==> config.mk <==
export PLATFORM = sky130hd
export DESIGN_NAME = rr_decode_arbiter_flat
export DESIGN_NICKNAME = d
export VERILOG_FILES = /design/src/rtl/rr_decode_arbiter_if.sv /design/src/rtl/rr_decode_arbiter.sv /design/src/flat_wrapper.sv
export SDC_FILE = /design/constraint.sdc
export NUM_CORES = 1
export LEC_CHECK = 0
export ABC_CLOCK_PERIOD_IN_PS = 4900
export CORE_MARGIN = 5
export CORE_UTILIZATION = 55
export DETAILED_ROUTE_END_ITERATION = 16
export PLACE_DENSITY = 0.86
export SLEW_MARGIN = 20
export SYNTH_ARGS = -nofsm -noshare
export SYNTH_HDL_FRONTEND = slang
export SYNTH_SLANG_ARGS = --single-unit
==> constraint.sdc <==
create_clock -name clk -period 4.9 [get_ports clk]
set_input_delay 1.47 -clock clk [delete_from_list [all_inputs] [get_ports clk]]
set_output_delay 1.47 -clock clk [all_outputs]
set_load 0.01 [all_outputs]
==> src/rtl/rr_decode_arbiter_if.sv <==
// Request/grant bundle between requesters and the round-robin decode arbiter.
// The master side drives req/done; the arbiter (slave) returns the decoder select and grant.
interface rr_decode_arbiter_if;
    logic [7:0] req;
    logic       done;
    logic [2:0] sel;
    logic       en;
    logic [7:0] gnt;
    logic       busy;

    modport master (
        output req,
        output done,
        input  sel,
        input  en,
        input  gnt,
        input  busy
    );

    modport slave (
        input  req,
        input  done,
        output sel,
        output en,
        output gnt,
        output busy
    );
endinterface

==> src/rtl/rr_decode_arbiter.sv <==
// Eight-way round-robin arbiter driving a 3:8 decoder select with one-hot grant.
// Optional grant timeout enabled by defining ARB_TIMEOUT_EN (limit set by HOLD_CYCLES).
//
// state | meaning
// IDLE  | no grant, waiting for any request
// GRANT | sel owns the resource until done, request drop or timeout
// GAP   | one dead cycle after a release; arbitration runs again here
module rr_decode_arbiter #(
    parameter int HOLD_CYCLES = 4
) (
    input  logic                  clk,
    input  logic                  rst_n,
    rr_decode_arbiter_if.slave    bus
);

    typedef enum logic [1:0] {
        IDLE  = 2'd0,
        GRANT = 2'd1,
        GAP   = 2'd2
    } state_t;

    if (HOLD_CYCLES < 1 || HOLD_CYCLES > 255) begin : g_bad_hold
        $error("rr_decode_arbiter: HOLD_CYCLES must be in 1..255");
    end

    state_t     state;
    state_t     state_nxt;
    logic [2:0] ptr;
    logic [2:0] ptr_nxt;
    logic [2:0] sel_q;
    logic [2:0] sel_nxt;
    logic       en_q;
    logic       en_nxt;
    logic [7:0] gnt_q;
    logic [7:0] gnt_nxt;
    logic       busy_q;
    logic       busy_nxt;

    logic       found;
    logic [2:0] winner;
    logic [2:0] scan_idx;
    logic       timeout;
    logic       release_c;

    // First set request at or after ptr, wrapping modulo 8.
    always_comb begin
        found    = 1'b0;
        winner   = ptr;
        scan_idx = ptr;
        for (int k = 0; k < 8; k++) begin
            scan_idx = ptr + 3'(k);
            if (!found && bus.req[scan_idx]) begin
                found  = 1'b1;
                winner = scan_idx;
            end
        end
    end

`ifdef ARB_TIMEOUT_EN
    logic [7:0] hold_cnt;
    logic [7:0] hold_cnt_nxt;

    assign timeout = (hold_cnt == 8'(HOLD_CYCLES - 1));

    // Zero on grant entry and outside GRANT, so only a continuing grant counts up.
    always_comb begin
        hold_cnt_nxt = 8'd0;
        if (state == GRANT && state_nxt == GRANT) begin
            hold_cnt_nxt = hold_cnt + 8'd1;
        end
    end

    always_ff @(posedge clk or negedge rst_n) begin
        if (!rst_n) begin
            hold_cnt <= 8'd0;
        end else begin
            hold_cnt <= hold_cnt_nxt;
        end
    end
`else
    assign timeout = 1'b0;
`endif

    assign release_c = bus.done | ~bus.req[sel_q] | timeout;

    always_ff @(posedge clk or negedge rst_n) begin
        if (!rst_n) begin
            state  <= IDLE;
            ptr    <= 3'd0;
            sel_q  <= 3'd0;
            en_q   <= 1'b0;
            gnt_q  <= 8'h00;
            busy_q <= 1'b0;
        end else begin
            state  <= state_nxt;
            ptr    <= ptr_nxt;
            sel_q  <= sel_nxt;
            en_q   <= en_nxt;
            gnt_q  <= gnt_nxt;
            busy_q <= busy_nxt;
        end
    end

    always_comb begin
        state_nxt = state;
        case (state)
            IDLE:    if (found) state_nxt = GRANT;
            GRANT:   if (release_c) state_nxt = GAP;
            GAP:     state_nxt = found ? GRANT : IDLE;
            default: state_nxt = IDLE;
        endcase
    end

    // Next registered outputs; sel and ptr only move when a new grant is taken.
    always_comb begin
        sel_nxt  = sel_q;
        ptr_nxt  = ptr;
        en_nxt   = 1'b0;
        busy_nxt = (state_nxt != IDLE);
        if (state_nxt == GRANT) begin
            en_nxt = 1'b1;
            if (state != GRANT) begin
                sel_nxt = winner;
                ptr_nxt = winner + 3'd1;
            end
        end
        gnt_nxt = en_nxt ? (8'd1 << sel_nxt) : 8'h00;
    end

    assign bus.sel  = sel_q;
    assign bus.en   = en_q;
    assign bus.gnt  = gnt_q;
    assign bus.busy = busy_q;

endmodule

==> src/flat_wrapper.sv <==
// flat-port wrapper written by rule: the top's interface ports become plain ports
module rr_decode_arbiter_flat 
#(
    parameter int HOLD_CYCLES = 4
)
  (clk, rst_n, bus_req, bus_done, bus_sel, bus_en, bus_gnt, bus_busy);
  rr_decode_arbiter_if bus_i ();
  input  logic clk;
  input  logic rst_n;
  input wire logic [$bits(bus_i.req)-1:0] bus_req;
  input wire logic [$bits(bus_i.done)-1:0] bus_done;
  output wire logic [$bits(bus_i.sel)-1:0] bus_sel;
  output wire logic [$bits(bus_i.en)-1:0] bus_en;
  output wire logic [$bits(bus_i.gnt)-1:0] bus_gnt;
  output wire logic [$bits(bus_i.busy)-1:0] bus_busy;
  assign bus_i.req = bus_req;
  assign bus_i.done = bus_done;
  assign bus_sel = bus_i.sel;
  assign bus_en = bus_i.en;
  assign bus_gnt = bus_i.gnt;
  assign bus_busy = bus_i.busy;
  rr_decode_arbiter #(.HOLD_CYCLES(HOLD_CYCLES)) u_core (.clk(clk), .rst_n(rst_n), .bus(bus_i));
endmodule
==> results of run 1 <==
==> state kept, by name, summed over array words and instances, names as in the netlist <==
name	flops
u_core.ptr	3
u_core.bus.en	1
u_core.bus.gnt	8
u_core.bus.busy	1
u_core.state	2
u_core.bus.sel	3
==> cells by family after synthesis <==
logic type / after synthesis / share of synthesized area (%)
flops: 18 / 25.6
fa+ha+maj: 3 / 2.13
mux: 27 / 24.4
buf+inv: 18 / 5.33
simple gates: 55 / 18.9
compound gates: 46 / 20.7
xor+xnor: 6 / 2.98
==> per-layer routing <==
| layer | up-vias | GRT usage, % |
|---|---|---|
| li1 | 720 | - |
| met2 | 70 | 36.3 |
| met1 | 778 | 27.2 |
| met5 | - | 0 |
| met4 | 0 | 7.36 |
| met3 | 14 | 6.41 |
==> layout make-up <==
type	instances	area [µm²]	area share [%]
clock buffers	4	36.3	1.77
flip-flops and latches	18	450	22.0
repair buffers	27	260	12.7
well taps	44	55.1	2.69
multi-input cells	137	1220	59.4
inverters	8	30.0	1.47
==> worst min-delay path, cell delays in order (launching register included) <==
cell and delay, ps:
dfrtp_1 360, inv_1 70, xnor2_1 130
==> synthesized netlist by cell type (all sizes together), types with 4 or more instances <==
library cell | count | area, µm²
nor3b | 7 | 62.6
buf | 7 | 52.5
xnor2 | 5 | 43.8
a221oi | 5 | 56.3
o21ai | 7 | 35.0
inv | 7 | 26.3
nor2 | 10 | 37.5
dfrtp | 18 | 450
nor3 | 5 | 25.0
mux2 | 9 | 109
nand2 | 12 | 45.0
mux4 | 10 | 225
o211ai | 4 | 30.0
nand2b | 4 | 25.0
mux2i | 8 | 96.3
a21oi | 5 | 25.0
==> metrics by stage <==
stage | worst slack (ps) | util (%) | instance area [µm²]
6_report | 453 | 67.1 | 2050
5_1_grt | 334 | 67.1 | 2050
4_1_cts | 517 | 67.1 | 2050
3_5_place_dp | 202 | 65.9 | 2010
3_3_place_gp | 432 | 65.9 | 2010
2_1_floorplan | 1070 | - | 1760
==> worst paths after layout <==
path / slack (ps) / startpoint / to / cells after the start
setup / recovery: 450 / bus_req[1] / u_core.ptr[2] / 10
hold / removal: 590 / u_core.ptr[0] / u_core.ptr[0] / 2
setup reg to reg: 940 / u_core.ptr[1] / u_core.ptr[2] / 11
hold reg to reg: 590 / u_core.ptr[0] / u_core.ptr[0] / 2
max in group asynchronous: 2800 / rst_n / u_core.bus.sel[1] / 1
min in group asynchronous: 1610 / rst_n / u_core.bus.busy / 1
==> cell usage in the layout, fill, tap and decap left out, drive strengths merged, types with 4 or more instances in the layout <==
master	Yosys	layout
nand2b	4	4
clkbuf	3	4
xnor2	5	5
dfrtp	18	18
a21oi	5	5
mux2	9	9
nor3b	7	7
o21ai	7	7
clkdlybuf4s50	0	23
o211ai	4	4
nor2	10	10
mux2i	8	8
nor3	5	5
a221oi	5	5
nand2	12	12
inv	7	7
buf	7	4
mux4	10	10
==> reports/metrics.yaml, run 1 <==
yosys:
  syn_area_um2: 1760
  synthDistinctLibCells: 54
  synth-main-ff-cell: "dfrtp_1"
  synth_edf_count: 0
  syn-num-nets: 187
  syn_inst: 173
  synth-seq-cells: 18
  yosysSeqAreaShare_pct: 25.6
  synth.avg_cell_area_um2: 10.2
  ys_warn_count: 0
  async_flop_share_pct: 100
finish:
  syn2layout_area_growth_pct: 16.3
  diodes: 0
  finalNetCount: 209
  instances_no_fill: 238
  drive_gt1_share_pct: 19.1
  nFillCells: 235
timing:
  fin_skew_ps: 8.92
  max_slew.worst_pin.slew_ps: 756
  relSlewSlack_pct: 49.4
  min_period_ps: 4450
  fin_crit_sh_pct: 90.8
  whs_ps: 595
  tns_ps: 0
  final-setup-viol-count: 0
  fmax_mhz: 225
  rsz0062_at_grt: "false"
  slew_violations: 0
  hold_viol: 0
placement:
  portBuffers: 23
  gp_congestion: 0.981
  placedCellCount: 234
  dp_hpwl_um: 3440
global_route:
  grt_pass1_vias: 1639
  grt_usage_pct: 21.9
  antenna_found_initial: 0
  grt_first_pass_wirelength_um: 7570
  grt_max_degree: 19
  overflow: 0
critical_path:
  worstPathMaxFanout: 8
  path_cells: "clkdlybuf4s50_1 -> mux4_2 -> mux2i_2 -> a32oi_2 -> nor4_4 -> a221oi_2 -> xnor2_1 -> ha_1 -> nor2_1 -> a221oi_1"
  end_kind: "flop"
  startpoint_type: "primary input"
  crit_slowest_cell: "mux4_2"
  worst-path-buf-inv: 1
  arrival_ps: 4640
  worstPathRequired_ps: 5090
  critical_path_class: "primary input to flop"
  crit_path_max_incr_delay_ps: 600
  cpLargestDelayFamily: "multiplexers"
drt:
  wl_met2_um: 2240
  top_layer: "met4"
  routedWlPerCell_um: 18.9
  drt_iter0_drc: 155
  dr.pass1.iters: 4
  vias: 1582
  viasPerCell: 6.65
  postRouteAntennaNets: 0
  routed_wl_um: 4490
  met1Wirelength_um: 1780
  dr_wl_met3_um: 379
  drc: 0
cts:
  postCtsSetupRepairBufs: 0
  ctsResizeCount: 0
  clk_latency_ps: 290
  cts.sinks: 18
  cts_tree: "done"
  cts_max_path_buffers: 2
  path_clk_slew_ps: 100
  htree_levels: 1
  numCtsBuffers: 3
  ctsHoldBuffers: 0
  root_buffer: "clkbuf_4"
floorplan:
  start_util_pct: 57.7
  core_area_um2: 3050
  row_count: 20
  dieWidth_um: 66.6
  die-area_um2: 4430
  pin_count: 24
  die_y_um: 66.6
flow_run:
  cap_violations: 0
run_status:
  status: "finished, final reports clean"
worst_hold_path:
  worstHoldPathType: "flop to flop"
Power of run 1 is not shown: default switching activity piles up to over one toggle a cycle in this logic, so the estimate is an artifact.
==> run 2: changes to the inputs <==
Settings changed: SLEW_MARGIN 20 to 10.
==> results of run 2 <==
No change in the layout: final DEF, timing and power equal those of run 1.
Power of run 2 is left out for the same reason.
